### config.mk
export PLATFORM = sky130hd
export DESIGN_NAME = parallel_out_fifo_flat
export DESIGN_NICKNAME = d
export VERILOG_FILES = /design/src/rtl/parallel_out_fifo_if.sv /design/src/rtl/parallel_out_fifo.sv /design/src/flat_wrapper.sv
export SDC_FILE = /design/constraint.sdc
export NUM_CORES = 1
export LEC_CHECK = 0
export CAP_MARGIN = 20
export CORE_UTILIZATION = 30
export CTS_BUF_LIST = sky130_fd_sc_hd__clkbuf_16
export DETAILED_ROUTE_END_ITERATION = 16
export GPL_ROUTABILITY_DRIVEN = 0
export SYNTH_ARGS = -nofsm -noshare
export SYNTH_HDL_FRONTEND = slang
export SYNTH_SLANG_ARGS = --single-unit
### constraint.sdc
create_clock -name clk_i -period 3.46 [get_ports clk_i]
set_input_delay 0.346 -clock clk_i [delete_from_list [all_inputs] [get_ports clk_i]]
set_output_delay 0.346 -clock clk_i [all_outputs]
set_load 0.005 [all_outputs]
### src/rtl/parallel_out_fifo_if.sv
// rtl/parallel_out_fifo_if.sv - Ibex-style data bus interface shared by bus peripherals
interface bus_if;
    logic        req;
    logic        gnt;
    logic        we;
    logic [31:0] addr;
    logic [31:0] wdata;
    logic [31:0] rdata;
    logic        rvalid;
    logic        err;

    modport master (output req, we, addr, wdata, input gnt, rdata, rvalid, err);
    modport slave  (input req, we, addr, wdata, output gnt, rdata, rvalid, err);
endinterface

### src/rtl/parallel_out_fifo.sv
// rtl/parallel_out_fifo.sv - memory-mapped FIFO-backed parallel output port with gap timer
module parallel_out_fifo #(
    parameter int DATA_W     = 8,
    parameter int FIFO_DEPTH = 8,
    parameter int GAP_RST    = 15
) (
    input  logic              clk_i,
    input  logic              rst_ni,
    bus_if.slave              bus,
    output logic              parout_valid,
    output logic [DATA_W-1:0] parout,
    input  logic              parout_ready
);
    localparam int PTR_W = (FIFO_DEPTH > 1) ? $clog2(FIFO_DEPTH) : 1;
    localparam int LVL_W = $clog2(FIFO_DEPTH + 1);

    typedef enum logic [1:0] {S_IDLE, S_WAIT, S_PRESENT} state_t;

    state_t             r_state, w_state_nxt;
    logic [7:0]         r_cnt, w_cnt_nxt;
    logic               r_en, r_ovf, r_rvalid;
    logic [7:0]         r_gap;
    logic [31:0]        r_rdata, w_rdata_nxt;
    logic [PTR_W-1:0]   r_wptr, r_rptr;
    logic [LVL_W-1:0]   r_level;
    logic [DATA_W-1:0]  r_out, r_readback;
    logic [DATA_W-1:0]  r_mem [FIFO_DEPTH];

    logic       w_wr, w_rd, w_sel_ctrl, w_sel_data, w_sel_status, w_sel_gap;
    logic       w_flush, w_push_req, w_push_ok, w_ovf_set, w_pop, w_accept;
    logic       w_full, w_empty, w_busy;
    logic [3:0] w_off;
    logic [7:0] w_level8;
    logic       w_unused_bits;

    assign w_off        = bus.addr[3:0];
    assign w_wr         = bus.req & bus.we;
    assign w_rd         = bus.req & ~bus.we;
    assign w_sel_ctrl   = (w_off == 4'h0);
    assign w_sel_data   = (w_off == 4'h4);
    assign w_sel_status = (w_off == 4'h8);
    assign w_sel_gap    = (w_off == 4'hC);

    assign w_full   = (r_level == LVL_W'(FIFO_DEPTH));
    assign w_empty  = (r_level == '0);
    assign w_busy   = (r_state != S_IDLE);
    assign w_level8 = 8'(r_level);

    // FLUSH wins over everything in its cycle: no pop, no push, no overflow.
    assign w_flush    = w_wr & w_sel_ctrl & bus.wdata[1];
    assign w_push_req = w_wr & w_sel_data;
    assign w_pop      = (r_state == S_IDLE) & r_en & ~w_empty & ~w_flush;
    assign w_push_ok  = w_push_req & ~w_flush & (~w_full | w_pop);
    assign w_ovf_set  = w_push_req & ~w_flush & w_full & ~w_pop;
    assign w_accept   = (r_state == S_PRESENT) & parout_ready & ~w_flush;

    assign bus.gnt    = bus.req;
    assign bus.err    = 1'b0;
    assign bus.rvalid = r_rvalid;
    assign bus.rdata  = r_rdata;

    assign parout_valid = (r_state == S_PRESENT);
    assign parout       = parout_valid ? r_out : '0;

    assign w_unused_bits = &{1'b0, bus.addr[31:4], bus.wdata};

    // Drain FSM next state and gap counter.
    always_comb begin
        w_state_nxt = r_state;
        w_cnt_nxt   = r_cnt;
        case (r_state)
            S_IDLE: begin
                if (w_pop) begin
                    w_state_nxt = S_WAIT;
                    w_cnt_nxt   = r_gap;
                end
            end
            S_WAIT: begin
                if (r_cnt == 8'd0) w_state_nxt = S_PRESENT;
                else               w_cnt_nxt   = r_cnt - 8'd1;
            end
            S_PRESENT: begin
                if (parout_ready) w_state_nxt = S_IDLE;
            end
            default: w_state_nxt = S_IDLE;
        endcase
        if (w_flush) w_state_nxt = S_IDLE;
    end

    // Register read multiplexer; zero for writes, idle cycles and unmapped offsets.
    always_comb begin
        w_rdata_nxt = 32'h0;
        if (w_rd) begin
            case (w_off)
                4'h0:    w_rdata_nxt = {31'h0, r_en};
                4'h4:    w_rdata_nxt = 32'(r_readback);
                4'h8:    w_rdata_nxt = {16'h0, w_level8, 4'h0, r_ovf, w_empty, w_full, w_busy};
                4'hC:    w_rdata_nxt = {24'h0, r_gap};
                default: w_rdata_nxt = 32'h0;
            endcase
        end
    end

    // FIFO storage; contents need no reset since the level gates every read.
    always_ff @(posedge clk_i) begin
        if (w_push_ok) r_mem[r_wptr] <= bus.wdata[DATA_W-1:0];
    end

    // FSM state, output word, registers, FIFO pointers and bus response.
    always_ff @(posedge clk_i or negedge rst_ni) begin
        if (!rst_ni) begin
            r_state    <= S_IDLE;
            r_cnt      <= 8'd0;
            r_en       <= 1'b0;
            r_ovf      <= 1'b0;
            r_gap      <= 8'(GAP_RST);
            r_wptr     <= '0;
            r_rptr     <= '0;
            r_level    <= '0;
            r_out      <= '0;
            r_readback <= '0;
            r_rvalid   <= 1'b0;
            r_rdata    <= 32'h0;
        end else begin
            r_state  <= w_state_nxt;
            r_cnt    <= w_cnt_nxt;
            r_rvalid <= bus.req;
            r_rdata  <= w_rdata_nxt;

            if (w_wr && w_sel_ctrl) r_en  <= bus.wdata[0];
            if (w_wr && w_sel_gap)  r_gap <= bus.wdata[7:0];

            if (w_ovf_set)                                  r_ovf <= 1'b1;
            else if (w_wr && w_sel_status && bus.wdata[3]) r_ovf <= 1'b0;

            if (w_pop)    r_out      <= r_mem[r_rptr];
            if (w_accept) r_readback <= r_out;

            if (w_flush) begin
                r_wptr  <= '0;
                r_rptr  <= '0;
                r_level <= '0;
            end else begin
                if (w_push_ok)
                    r_wptr <= (r_wptr == PTR_W'(FIFO_DEPTH - 1)) ? '0 : r_wptr + PTR_W'(1);
                if (w_pop)
                    r_rptr <= (r_rptr == PTR_W'(FIFO_DEPTH - 1)) ? '0 : r_rptr + PTR_W'(1);
                if (w_push_ok && !w_pop)      r_level <= r_level + LVL_W'(1);
                else if (w_pop && !w_push_ok) r_level <= r_level - LVL_W'(1);
            end
        end
    end
endmodule

### src/flat_wrapper.sv
// flat-port wrapper written by rule: the top's interface ports become plain ports
module parallel_out_fifo_flat 
#(
    parameter int DATA_W     = 8,
    parameter int FIFO_DEPTH = 8,
    parameter int GAP_RST    = 15
)
  (clk_i, rst_ni, parout_valid, parout, parout_ready, bus_req, bus_we, bus_addr, bus_wdata, bus_gnt, bus_rdata, bus_rvalid, bus_err);
  bus_if bus_i ();
  input  logic clk_i;
  input  logic rst_ni;
  output logic parout_valid;
  output logic [DATA_W-1:0] parout;
  input  logic parout_ready;
  input wire logic [$bits(bus_i.req)-1:0] bus_req;
  input wire logic [$bits(bus_i.we)-1:0] bus_we;
  input wire logic [$bits(bus_i.addr)-1:0] bus_addr;
  input wire logic [$bits(bus_i.wdata)-1:0] bus_wdata;
  output wire logic [$bits(bus_i.gnt)-1:0] bus_gnt;
  output wire logic [$bits(bus_i.rdata)-1:0] bus_rdata;
  output wire logic [$bits(bus_i.rvalid)-1:0] bus_rvalid;
  output wire logic [$bits(bus_i.err)-1:0] bus_err;
  assign bus_i.req = bus_req;
  assign bus_i.we = bus_we;
  assign bus_i.addr = bus_addr;
  assign bus_i.wdata = bus_wdata;
  assign bus_gnt = bus_i.gnt;
  assign bus_rdata = bus_i.rdata;
  assign bus_rvalid = bus_i.rvalid;
  assign bus_err = bus_i.err;
  parallel_out_fifo #(.DATA_W(DATA_W), .FIFO_DEPTH(FIFO_DEPTH), .GAP_RST(GAP_RST)) u_core (.clk_i(clk_i), .rst_ni(rst_ni), .bus(bus_i), .parout_valid(parout_valid), .parout(parout), .parout_ready(parout_ready));
endmodule
==> summary.txt <==
Worst setup path
  – Crit path max-delay family: simple AND/OR/NAND/NOR gates
  – CP peak stage delay: 600 ps
  – CP Buf/Inv Count: 2
  – CP endpoint kind: flop
  – Worst Setup SP: u_core.r_level[0]
  – Worst-path maximum fanout: 9
  – Startpoint class of the critical path: flop
  – Worst setup path class: flop to flop
  – End of the critical path: u_core.r_level[3]
  – WP data required: 3790 ps
  – Worst R2R Path Depth: 13
  – Crit-path cells: or4_4, nand3_4, o211ai_2, nand2_2, inv_1, ha_1, inv_1, ha_1, a21o_1, a21oi_1, xnor2_1, or3_1, a21oi_1
  – Worst path depth: 13
  – R2r setup slk: 450 ps
  – Reg2Reg Capture Point: u_core.r_level[3]
  – WP data arrival: 3340 ps
  – Origin of the critical flop-to-flop path: u_core.r_level[0]
  – CP max stage cell: or4_4

STA
  – Least-Margin Pin Slew: 949 ps
  – Setup violations, final: 0
  – Fin crit share: 87.0%
  – Worst hold margin: 89.6 ps
  – Setup slack after layout: 451 ps
  – Hold Vio Cnt, Final: 0
  – Min cycle time layout: 3010 ps
  – Final-report max-slew violation count: 0
  – Fmax: 332 MHz
  – Post-Route Setup TNS: 0 ps
  – RSZ-0062 raised after global routing: false
  – Slew headroom: 36.7%
  – Clock Skew: 8.82 ps

GRT
  – Number of global-route vias before repair: 3358
  – Tot GR Track Use: 13.0%
  – Global-route wire length before repair: 17800 µm
  – Initial antenna violation count: 0
  – GRT overflow: 0
  – Largest net degree at the start of global routing: 41

Clock network
  – CTS resizes: 0
  – Clock buffer depth: 2
  – Clk_lat worst skew: 410 ps
  – Worst-path clk slew: 50 ps
  – Clock sinks: 123
  – Cts-stage hold buffer count: 0
  – Setup Buffers After CTS: 0
  – CTS buffer count: 17
  – H-tree levels: 4
  – Root buffer cell: clkbuf_16
  – CTS tree: yes

Place
  – Place WS: 105 ps
  – Placed wire-length estimate: 7810 µm
  – # placed instances: 662
  – Placed Area: 6140 µm²
  – Port Buffers: 39

Yosys
  – Main area contributors after synthesis: edfxtp_1, dfrtp_1, mux4_2
  – Leading cell types by count after synthesis: edfxtp_1, dfrtp_1, nor2_1, buf_4, nand2_1
  – Synthesized area: 5480 µm²
  – Seq/Total Area, Yosys: 62.1%
  – Mapped Cells: 391
  – Netlist cell types: 56
  – Most common cell in the netlist: edfxtp_1
  – FFs w/ async S/R, synth: 48.0%
  – Warnings, synthesis: 0
  – Yosys top cell area share: 35.1%
  – Post-synth EDFFs: 64
  – Synth area leader: edfxtp_1
  – Syn_area_per_cell: 14.0 µm²
  – Ys flop type: edfxtp_1
  – #FFs+latches synth: 123

Layout
  – Final Util: 37.2%
  – Proportion of layout cells with a drive suffix above 1: 21.7%
  – Number of fill cells: 1720
  – NumNets Final: 531
  – N_diodes: 0
  – Area Overhead vs Synth: 21.7%
  – Design area: 6670 µm²
  – Fin cells: 694

Floorplan
  – Starting density of the core: 30.6%
  – Die height: 137 µm
  – Core area: 17900 µm²
  – Die Area: 18800 µm²
  – I/O pins: 113
  – FP Rows: 49
  – Die width: 137 µm

Drt
  – Routed Wire Length: 11200 µm
  – DR pass1 iterations: 4
  – Via density: 4.73
  – DRT iter0 DRCs: 207
  – Drt wl/cell: 16.1 µm
  – Remaining DRCs: 0
  – Antenna Violating Nets Remaining: 0
  – Vias: 3283

Power
  – Peak supply drop: 565 µV
  – Power Dens Cells: 712 nW/µm²
  – Total power: 4.75 mW
  – Pleak: 2.56 nW

Status
  – Outcome: finished clean

Worst hold path
  – Hold Crit Class: input port to asynchronous set/reset pin

Run
  – Number of max-cap violations: 0
==> worst min path at each step <==
stage | start | endpoint | slack [ps] | cells after the start
after floorplan | rst_ni | u_core.bus.rdata[0] | 50 | 0
after global placement | u_core.r_cnt[6] | u_core.r_cnt[6] | 490 | 1
after detailed placement | u_core.r_out[0] | u_core.r_out[0] | 500 | 2
after CTS | rst_ni | u_core.r_level[1] | 110 | 1
after global routing | rst_ni | u_core.r_wptr[1] | 160 | 1
final | rst_ni | u_core.r_wptr[0] | 90 | 1
==> power by group <==
part	switching, mW	internal (mW)	total [mW]
registers	0.271	1.77	2.04
logic	0.559	0.591	1.15
clock network	0.647	0.910	1.56
total	1.48	3.27	4.75
==> logic make-up after synthesis <==
group / after synthesis / share of synthesized area (%)
flops: 123 / 62.1
buf+inv: 46 / 4.95
simple gates: 114 / 11.8
fa+ha+maj: 10 / 2.42
other cells: 1 / 0.0684
compound gates: 49 / 5.89
xor+xnor: 3 / 0.480
mux: 45 / 12.3
==> cells in the final DEF, fill, tap and decap left out, types with 4 or more instances in the layout <==
cell	n
a21oi_1	11
a22oi_1	4
and2_1	13
buf_4	20
clkbuf_16	17
clkdlybuf4s50_1	38
clkinvlp_4	4
conb_1	21
dfrtp_1	55
dfstp_2	4
edfxtp_1	64
ha_1	9
inv_1	10
mux2_2	19
mux2i_1	10
mux4_2	16
nand2_1	22
nand2b_1	6
nand3_1	6
nor2_1	28
nor2b_1	7
nor3_1	12
o21ai_0	16
==> cell type report <==
class                      count  area (µm²)  area share [%]
sequential                   123        3400            51.0
tap                          229         287            4.30
clock inverter                15         103            1.54
timing repair buffer          59         536            8.03
inverter                       9        33.8           0.507
clock buffer                  17         425            6.38
multi-input combinational    242        1880            28.2
==> flip-flops by register name, indices dropped and copies added, names as in the netlist, 4 cells and up <==
signal / count
u_core.r_mem: 64
u_core.bus.rdata: 12
u_core.r_cnt: 8
u_core.r_gap: 8
u_core.r_out: 8
u_core.r_readback: 8
u_core.r_level: 4
==> worst register-to-register path, stage by stage, from the launching register on <==
cell and delay [ps]:
dfrtp_1 460, or4_4 600, nand3_4 170, o211ai_2 140, nand2_2 100, inv_1 40
ha_1 220, inv_1 90, ha_1 230, a21o_1 180, a21oi_1 170, xnor2_1 90
or3_1 310, a21oi_1 140
==> routing by layer <==
metal	wire length, µm	track usage [%]	vias to the layer above
li1	-	-	1526
met1	4660	15.3	1649
met2	5810	22.6	88
met3	496	3.44	20
met4	221	5.01	0
met5	0	0	-
Note: power is estimated with default switching activity, not from simulation.
